<file path="config.mk">
export PLATFORM = sky130hd
export DESIGN_NAME = imem_port_arbiter
export DESIGN_NICKNAME = d
export VERILOG_FILES = /design/src/rtl/imem_port_arbiter.sv
export SDC_FILE = /design/constraint.sdc
export NUM_CORES = 1
export LEC_CHECK = 0
export CORE_AREA = 2 2 84 86
export DETAILED_ROUTE_END_ITERATION = 10
export DIE_AREA = 0 0 86 88
export PLACE_DENSITY = 0.84
export SYNTH_ARGS = -nofsm -noshare
export SYNTH_HDL_FRONTEND = slang
export SYNTH_SLANG_ARGS = --single-unit
</file>
<file path="constraint.sdc">
create_clock -name clk -period 1.9 [get_ports clk]
set_clock_uncertainty 0.15 [all_clocks]
set_input_delay 0.38 -clock clk [delete_from_list [all_inputs] [get_ports clk]]
set_output_delay 0.38 -clock clk [all_outputs]
set_load 0.005 [all_outputs]
</file>
<file path="src/rtl/imem_port_arbiter.sv">
// rtl/imem_port_arbiter.sv - single-port instruction RAM arbiter between fetch and program loader
module imem_port_arbiter #(
  parameter int ADDR_W    = 11,
  parameter int BURST_MAX = 4
) (
  input  logic              clk,
  input  logic              rst_n,
  input  logic              ld_done_i,
  input  logic              fetch_req_i,
  input  logic [31:0]       fetch_addr_i,
  input  logic              fetch_flush_i,
  output logic              fetch_gnt_o,
  output logic              fetch_rvalid_o,
  output logic [31:0]       fetch_rdata_o,
  output logic              fetch_err_o,
  input  logic              ld_req_i,
  input  logic [31:0]       ld_addr_i,
  input  logic [31:0]       ld_wdata_i,
  output logic              ld_gnt_o,
  output logic              ld_err_o,
  output logic              mem_en_o,
  output logic              mem_we_o,
  output logic [ADDR_W-1:0] mem_addr_o,
  output logic [31:0]       mem_wdata_o,
  input  logic [31:0]       mem_rdata_i,
  output logic              running_o
);

  typedef enum logic {BOOT = 1'b0, RUN = 1'b1} state_t;

  localparam logic [3:0] BURST_LIMIT = 4'(BURST_MAX);

  state_t            state, state_nxt;
  logic [3:0]        burst_cnt, burst_nxt;
  logic              rsp_valid, rsp_illegal;
  logic              fetch_legal, ld_legal;
  logic [ADDR_W-1:0] fetch_word, ld_word;

  assign fetch_word  = fetch_addr_i[ADDR_W+1:2];
  assign ld_word     = ld_addr_i[ADDR_W+1:2];
  assign fetch_legal = (fetch_addr_i[1:0] == 2'b00) && (fetch_addr_i[31:ADDR_W+2] == '0);
  assign ld_legal    = (ld_addr_i[1:0] == 2'b00) && (ld_addr_i[31:ADDR_W+2] == '0);
  assign running_o   = (state == RUN);

  // Grants are held low while reset is asserted so every output reads 0 during reset.
  always_comb begin
    state_nxt   = state;
    burst_nxt   = burst_cnt;
    fetch_gnt_o = 1'b0;
    ld_gnt_o    = 1'b0;
    if (rst_n) begin
      case (state)
        BOOT: begin
          ld_gnt_o = ld_req_i;
          if (ld_done_i) state_nxt = RUN;
        end
        RUN: begin
          if (ld_req_i && fetch_req_i) begin
            ld_gnt_o    = (burst_cnt != BURST_LIMIT);
            fetch_gnt_o = !ld_gnt_o;
          end else begin
            ld_gnt_o    = ld_req_i;
            fetch_gnt_o = fetch_req_i;
          end
          if (!fetch_req_i || fetch_gnt_o) burst_nxt = 4'd0;
          else if (ld_gnt_o)               burst_nxt = burst_cnt + 4'd1;
        end
        default: state_nxt = BOOT;
      endcase
    end
  end

  always_comb begin
    mem_en_o    = 1'b0;
    mem_we_o    = 1'b0;
    mem_addr_o  = '0;
    mem_wdata_o = 32'h0;
    if (ld_gnt_o) begin
      mem_en_o    = ld_legal;
      mem_we_o    = ld_legal;
      mem_addr_o  = ld_word;
      mem_wdata_o = ld_wdata_i;
    end else if (fetch_gnt_o) begin
      mem_en_o    = fetch_legal;
      mem_addr_o  = fetch_word;
    end
  end

  always_ff @(posedge clk or negedge rst_n) begin
    if (!rst_n) begin
      state       <= BOOT;
      burst_cnt   <= 4'd0;
      rsp_valid   <= 1'b0;
      rsp_illegal <= 1'b0;
      ld_err_o    <= 1'b0;
    end else begin
      state       <= state_nxt;
      burst_cnt   <= burst_nxt;
      rsp_valid   <= fetch_gnt_o;
      rsp_illegal <= fetch_gnt_o && !fetch_legal;
      if (ld_gnt_o && !ld_legal) ld_err_o <= 1'b1;
    end
  end

  // A flush in the response cycle suppresses the response; illegal fetches return a NOP.
  assign fetch_rvalid_o = rsp_valid && !fetch_flush_i;
  assign fetch_err_o    = fetch_rvalid_o && rsp_illegal;
  assign fetch_rdata_o  = (fetch_rvalid_o && !rsp_illegal) ? mem_rdata_i : 32'h0;

endmodule

</file>
==> results of run 1 <==
worst register-to-register path: stages (launching register included):
cell      delay [ps]
dfrtp_1          380
inv_2             70
ha_4             120
nand3b_1         120
buf_4            170
buf_6            110
a21oi_4          130
buf_6            120
buf_6            100
buf_4             90
nor2b_1          120
registers in the layout, indices dropped and copies added (netlist names):
| register | cells |
|---|---|
| burst_cnt | 4 |
| ld_err_o | 1 |
| rsp_illegal | 1 |
| rsp_valid | 1 |
| running_o | 1 |
synth_stat cells (2+ instances only):
| cell type | instances |
|---|---|
| a21o_1 | 2 |
| a22o_1 | 11 |
| and2_1 | 65 |
| clkbuf_1 | 5 |
| dfrtp_1 | 8 |
| ha_1 | 2 |
| inv_1 | 3 |
| nand2_1 | 10 |
| nand3_1 | 5 |
| nor2b_1 | 3 |
| nor3_1 | 3 |
| nor4_1 | 8 |
| o21ai_0 | 2 |
| o311ai_0 | 2 |
per-layer routing:
| metal | vias to the layer above | routed length, microns | share of wire, % | global-route usage (%) |
|---|---|---|---|---|
| met3 | 11 | 747 | 9.2 | 4.05 |
| met4 | 0 | 99 | 1.2 | 4.76 |
| li1 | 1029 | - | - | - |
| met2 | 131 | 4470 | 55 | 37.7 |
| met1 | 949 | 2760 | 34 | 19.8 |
| met5 | - | 0 | 0 | 0 |
power breakdown:
group	internal, uW	switching [uW]	leakage (uW)	total [uW]
registers	176	4.19	0.0000994	181
clock network	138	70.2	0.0000216	208
logic	448	177	0.00193	624
final cells by class:
cell class                      count  share of cell area [%]
Sequential cell                     8                    4.75
Tap cell                           80                    2.38
Multi-Input combinational cell    122                    24.4
Timing Repair Buffer              274                    66.8
Inverter                            4                   0.683
Clock buffer                        3                   0.980
cell families after synthesis:
group / synth area share [%]
simple gates: 57.2
compound gates: 15.7
fa+ha+maj: 2.39
buf+inv: 5.51
flops: 19.2
metrics by stage:
| step | setup slack (ps) | util, % | cell area [sq um] |
|---|---|---|---|
| 2_1_floorplan | -10.3 | - | 1040 |
| 3_3_place_gp | -874 | 51.6 | 3430 |
| 3_5_place_dp | -902 | 51.6 | 3430 |
| 4_1_cts | -572 | 59.9 | 3980 |
| 5_1_grt | -638 | 63.4 | 4210 |
| 6_report | -542 | 63.4 | 4210 |
final timing paths:
| kind | start | cells after the start | to | slack [ps] |
|---|---|---|---|---|
| setup / recovery | burst_cnt[0]$_DFFE_PN0P_ | 9 | mem_wdata_o[7] | -540 |
| hold / removal | rst_n | 2 | ld_err_o$_DFFE_PN0P_ | 120 |
| setup reg to reg | burst_cnt[0]$_DFFE_PN0P_ | 10 | rsp_illegal$_DFF_PN0_ | 140 |
| hold reg to reg | ld_err_o$_DFFE_PN0P_ | 1 | ld_err_o$_DFFE_PN0P_ | 350 |
| max in group asynchronous | rst_n | 2 | rsp_valid$_DFF_PN0_ | 1290 |
| min in group clk | ld_err_o$_DFFE_PN0P_ | 1 | ld_err_o$_DFFE_PN0P_ | 350 |
timing repair:
action | 4_1_cts | 5_1_grt
setup endpoints to repair | 81 | 82
gates resized for setup | 429 | 95
buffers inserted | 32 | 11
gates cloned | 10 | 0
pin swaps | 53 | 33
==> impl.org, run 1 <==
** Setup path
- Library cell contributing the largest single delay on the critical path :: dfrtp_1
- For the worst setup path, the data required time is approximately 1400 ps.
- Counting both buffers and inverters, the worst setup path holds a total of 5.
- Launching element type of the critical path :: register
- The signal on the critical path passes through inv_2, ha_4, nand3b_1, o211ai_2, bufinv_8, buf_16, buf_6, and2_4, buf_6.
- By startpoint and endpoint, the worst setup path is classified as reg2out.
- STA puts the critical path data arrival time at 1910 ps.
- Category of cells accounting for the largest share of critical-path delay :: buffers and inverters
- Along the worst path, the maximum fanout reaches 7.
- Most frequent cell on the critical path :: buf_6
- Crit path capture type :: output pin
- Critical path's largest stage delay :: 380 ps

** Drt
- In this run, the number of DRC markers left after iteration 0 of detailed routing was 36.
- In this run the remaining antenna-violating nets after routing total 0.
- TritonRoute pass-1 iters :: 4
- Post-detailed-route wirelength per cell :: 16.5 microns
- Summing over every cut layer, the via total after detailed routing is approximately 2,100.
- Post-DR vias/cell :: 4.32
- Wirelength, routed :: 8080 microns
- After detailed routing, the number of remaining DRC violations is 0.

** Clock tree
- Clock latency at the later pin of the worst-skew pair :: 230 ps
- TritonCTS built the clock tree.
- H-Tree Depth :: 1
- In this run, CTS created clock tree buffers numbering 3.
- Number of sinks driven by the clock tree :: 8
- The root buffer cell chosen for the clock tree is clkbuf_8.
- The clock passes through at most 2 buffers.
- In this run, post-CTS hold repair placed 0 buffers.
- Clock input transition at the sequential cells of the worst setup and hold paths :: 40 ps

** Timing
- Unrepaired setup endpoints after global routing :: true
- The max-slew violation total from the final report came to 0.
- Hold timing on the final database bottoms out at a slack of between 100 and 150 ps.
- Fmax :: 409 MHz
- Slew at the pin closest to its max-slew limit :: roughly 290 ps
- Share of the cycle needed by the critical path after routing :: 129%
- Accumulated negative setup slack :: -25,400 ps
- Headroom to the max-slew limit came out at 80.3%.
- Number of hold-slack violations in the final timing report :: 0
- Minimum clock period after layout :: 2440 ps
- Setup slack on the critical path of the routed design comes to -542 ps.
- Final-report setup violation count :: 78

** Logic synthesis
- Sequential cells were found to cover around a fifth of the synthesized design area.
- Of all cell types, the one taking the most synthesized area is and2_1.
- Fraction of registers with async set/reset :: 100%
- After synthesis, the cell types taking the most area are and2_1 (39%), dfrtp_1 (19%), a22o_1 (9.2%), nor4_1 (4.8%), nand2_1 (3.6%).
- Netlist cell types :: 27
- Yosys printed 0 warnings.
- Post-synthesis cell count :: 142
- Area share of the largest cell type after synthesis :: 38.9%
- Flip-flop and latch count after synthesis :: 8
- Total nets after synthesis :: 278
- Each instance of the synthesized netlist takes up on average ~7.4 sq um.
- Primary FF master, synth :: dfrtp_1
- EDFF count, synth :: 0
- Total standard cell area after synthesis :: ~0.0010 sq mm

** Floorplanning
- Placeable core region :: roughly 0.0066 sq mm
- Die Ht :: 88 microns
- 217 I/O pins were placed.
- Starting Density :: 15.7%
- Total die area :: ~0.0076 sq mm
- From left edge to right edge, the die measures 86 microns.
- # rows :: 30

** Global routing
- Number of antenna violations at the first check in global routing :: 0
- The via count of the first global-routing pass is roughly 2,200.
- Aggregate global routing overflow :: 0
- First-pass GRT wire length :: 11,200 microns
- Global routing consumed, over all layers together, a little under a fifth of the routing resources.
- Pin count of the biggest net entering global routing :: 12

** Worst hold path
- Hold Crit Class :: in2async

** Job
- The tool flagged a number of max-cap violations equal to 0.

** Cells and area
- Fillers :: 540
- Final instance count without filler cells :: slightly below 500
- Most used cells in the layout excluding fill and tap cells :: clkdlybuf4s50_1 (105), buf_6 (88), and2_4 (55)
- The number of antenna diodes in the final layout is 0.
- The post-route netlist has 51.8% of its cells at a drive strength greater than 1.
- Area delta synth->final :: 303%
- Most frequent standard cell in the layout excluding fill and tap cells :: clkdlybuf4s50_1
- Register area :: around 200 sq um
- In the final design database the tool counted approximately 550 nets.
- The multi-input combinational cells in the finished layout cover a total of 0.00103 sq mm.

** Place
- Placed wire-length estimate after detailed placement :: 5380 microns
- Routability-driven placement congestion ratio :: approximately 0.75
- Input and output buffers added on the ports amount to 216.
- Post-placement cell count :: 450

** Status
- Violated checks :: setup timing
- Run status :: complete, but fails checks

** Power
- Worst VDD drop :: 0.000321 V
- Total power for the finished layout comes to 1010 uW.
- Power spread over the standard cell area amounts to about 240 mW/mm^2.
- Static leakage power :: 0.00205 uW
(Power assumes the default switching activity.)
==> inputs of run 2 (changes only) <==
--- a/config.mk
+++ b/config.mk
@@ -5,10 +5,14 @@
 export SDC_FILE = /design/constraint.sdc
 export NUM_CORES = 1
 export LEC_CHECK = 0
-export CORE_AREA = 2 2 84 86
+export CELL_PAD_IN_SITES_DETAIL_PLACEMENT = 0
+export CELL_PAD_IN_SITES_GLOBAL_PLACEMENT = 1
+export CORE_ASPECT_RATIO = 1.2
+export CORE_MARGIN = 1.5
+export CORE_UTILIZATION = 10
 export DETAILED_ROUTE_END_ITERATION = 10
-export DIE_AREA = 0 0 86 88
-export PLACE_DENSITY = 0.84
+export GPL_ROUTABILITY_DRIVEN = 0
+export PLACE_DENSITY = 0.95
 export SYNTH_ARGS = -nofsm -noshare
 export SYNTH_HDL_FRONTEND = slang
 export SYNTH_SLANG_ARGS = --single-unit
==> run 2 against run 1 <==
The run still ends with setup timing left. Sequential share of layout area decreased by 0.10 points. Fmax grew 2.2%. Non-clock buffer count increased by 2. Clock power up 72%. Design area is 2.2% higher. Total power up 16%. Highest routed layer unchanged.
==> impl.org, run 2 (synthesized netlist as in run 1, its figures left out) <==
** Timing
- The count of final hold-check violations came to 0 (unchanged).
- Tightest hold margin :: 130 ps (+6.15 ps)
- The upper clock frequency limit is 418 MHz (+2.2%).
- The setup violation total in the final timing report is 78 (unchanged).
- The share of the clock period used by the worst path after layout came to 126% (-2.8 points).
- Relative slew slack :: 81.6% (+1.3 points)
- The max-slew violation total from the final report is 0 (unchanged).
- Setup repair after global routing could not meet its margin everywhere.
- The final critical-path required period is 2390 ps (-52.4 ps).
- Slew at the pin closest to its max-slew limit :: 272 ps (-19.3 ps)
- The worst-case setup margin in the final layout came to -490 ps (+52.4 ps).

** Floorplanning
- Starting Density :: 10.3% (-5.4 points)
- The die extent in y was 115 microns (+31%).
- The area inside the core boundary was 0.0101 sq mm (+52%).
- The floorplan row count is 40 (+33%).
- The top-level port count is 217 (unchanged).
- The x dimension of the die was 96.3 microns (+12%).
- Total die area :: 0.0111 sq mm (+46%)

** Setup path
- The signal on the critical path passes through inv_2, ha_4, nand3b_1, o211ai_2, inv_2, buf_6, buf_6, a22o_1, buf_2.
- The worst path required time came to 1370 ps (about the same).
- Among cell families on the critical path, the largest total delay comes from buffers and inverters.
- The startpoint identified for the worst register-to-register timing path is burst_cnt[0]$_DFFE_PN0P_.
- The buffers plus inverters on the worst setup path came to 5 (unchanged).
- Minimum setup slack among reg-to-reg paths :: 160 ps (+20 ps)
- The critical path depth in cells was 9 (unchanged).
- Endpoint of the most critical register-to-register path :: rsp_illegal$_DFF_PN0_
- Launching element type of the critical path :: register
- Critical path's largest stage delay :: 390 ps (about the same)
- Crit path capture type :: output pin
- On the critical path, the stage with the largest delay is an instance of dfrtp_1.
- The critical path in this run is classified as reg2out.
- WP data arrival :: 1860 ps (-50 ps)
- Depth of the most critical reg-to-reg path :: 9 (-1)
- Biggest fanout along the worst timing path :: 6 (-1)

** Place
- The cell count after placement was 495 (+10%).
- The number of I/O port buffers came to 216 (unchanged).
- Area after detailed placement :: 0.00348 sq mm (+1.5%)
- Placed wire-length estimate after detailed placement :: 5740 microns (+6.7%)

** Drt
- TritonRoute pass-1 iters :: 4 (unchanged)
- DRT antenna net count :: 0 (unchanged)
- The average via count per standard cell was 4.02 (-6.8%).
- DRC viols :: 0 (unchanged)
- The iteration-0 DRC count of the detailed router came to 30 (-17%).
- The detailed-route wire length was 8010 microns (-0.84%).
- The detail-routed net length per standard cell is 14.9 microns (-9.7%).
- The routed via count came to 2,168 (+2.3%).

** Cells and area
- The final antenna diode count came to 0 (unchanged).
- Final instance count without filler cells :: 539 (+9.8%)
- The register with the most flip-flops in the final layout is burst_cnt.
- The library cell used most frequently in the layout, excluding fill and tap cells, is clkdlybuf4s50_1.
- Number of flip-flops in the largest register :: 4 (unchanged)
- Final core utilization :: 42.6% (-21 points)
- The net total in the final layout is 551 (+0.36%).
- Most used cells in the layout excluding fill and tap cells :: clkdlybuf4s50_1 (113), buf_6 (95), and2_4 (60)
- The share of layout cells above drive strength 1 is 53.0% (+1.2 points).
- Final design instance area without fill :: 0.00431 sq mm (+2.2%)
- Area delta synth->final :: 312%

** Clock tree
- CTS root buf :: clkbuf_16
- Number of buffers on the longest clock path :: 2 (unchanged)
- The clock-pin slew of the registers on the worst-case setup and hold paths was 40 ps (about the same).
- TritonCTS built the clock tree.
- Count of hold buffers inserted by post-cts repair :: 0 (unchanged)
- The clock sink count came to 8 (unchanged).
- Number of clock buffers inserted by TritonCTS :: 3 (unchanged)
- The H-tree depth reported by CTS is 1 (unchanged).
- Clock latency at the later pin of the worst-skew pair :: 230 ps (about the same)

** Worst hold path
- The tightest min-delay check is of the in2async type.

** Global routing
- Aggregate global-route resource usage :: 13.3% (-5.6 points)
- Pin count of the biggest net entering global routing :: 20 (+8)
- The via count of the first global-routing pass came to 2,364 (+5.3%).
- Aggregate global routing overflow :: 0 (unchanged)
- First-pass GRT wire length :: 11,000 microns (-1.4%)
- The initial antenna violation count is 0 (unchanged).

** Power
- Static leakage power :: 0.00198 uW (-3.0%)
- The worst-case vdd ir drop came to 0.000271 V (-16%).
- The power per unit of standard cell area came to 272 mW/mm^2 (+13%).

** Status
- Run status :: complete, but fails checks
- Violated checks :: setup timing

** Job
- Number of maximum-capacitance violations :: 0 (unchanged)
-- run 2: how the worst max path moves through the flow --
stage,to,from,slack [ps]
after global routing,mem_addr_o[4],burst_cnt[0]$_DFFE_PN0P_,-570
after global placement,mem_en_o,fetch_addr_i[14],-840
final,mem_addr_o[3],burst_cnt[0]$_DFFE_PN0P_,-490
after detailed placement,mem_en_o,fetch_addr_i[14],-900
after CTS,mem_addr_o[3],burst_cnt[1]$_DFFE_PN0P_,-480
after floorplan,mem_en_o,burst_cnt[0]$_DFFE_PN0P_,-10
-- run 2: final cells by class --
class / count / area (sq um)
repair buffers: 276 / 2830
inverters: 4 / 15.0
clock buffers: 3 / 75.1
fillers: 972 / 5800
multi-input cells: 122 / 1030
well taps: 126 / 158
flip-flops and latches: 8 / 200
-- run 2: timing repair --
item                       4_1_cts  5_1_grt
setup endpoints to repair       81       83
resized for setup              431       90
gates cloned                     7        1
pin swaps                       47       19
setup buffers                   34        7
-- run 2: power breakdown --
part           switching, uW  internal [uW]  leakage [uW]
clock                   85.4            272     0.0000370
combinational            176            455       0.00185
sequential              4.40            177     0.0000994
-- run 2: metal layers --
metal / track usage (%) / share of wire [%]
met5: 0 / 0
met4: 5.51 / 2.4
met1: 11.7 / 32
met2: 27.7 / 56
met3: 2.84 / 9.5
-- run 2: through the flow --
step / setup WS [ps] / setup TNS, ps / power [uW]
after floorplan: -10.3 / -10.3 / 270
after global placement: -845 / -51280 / 683
after detailed placement: -904 / -53350 / 689
after CTS: -483 / -21740 / 1120
after global routing: -572 / -28280 / 1230
final: -490 / -22850 / 1170
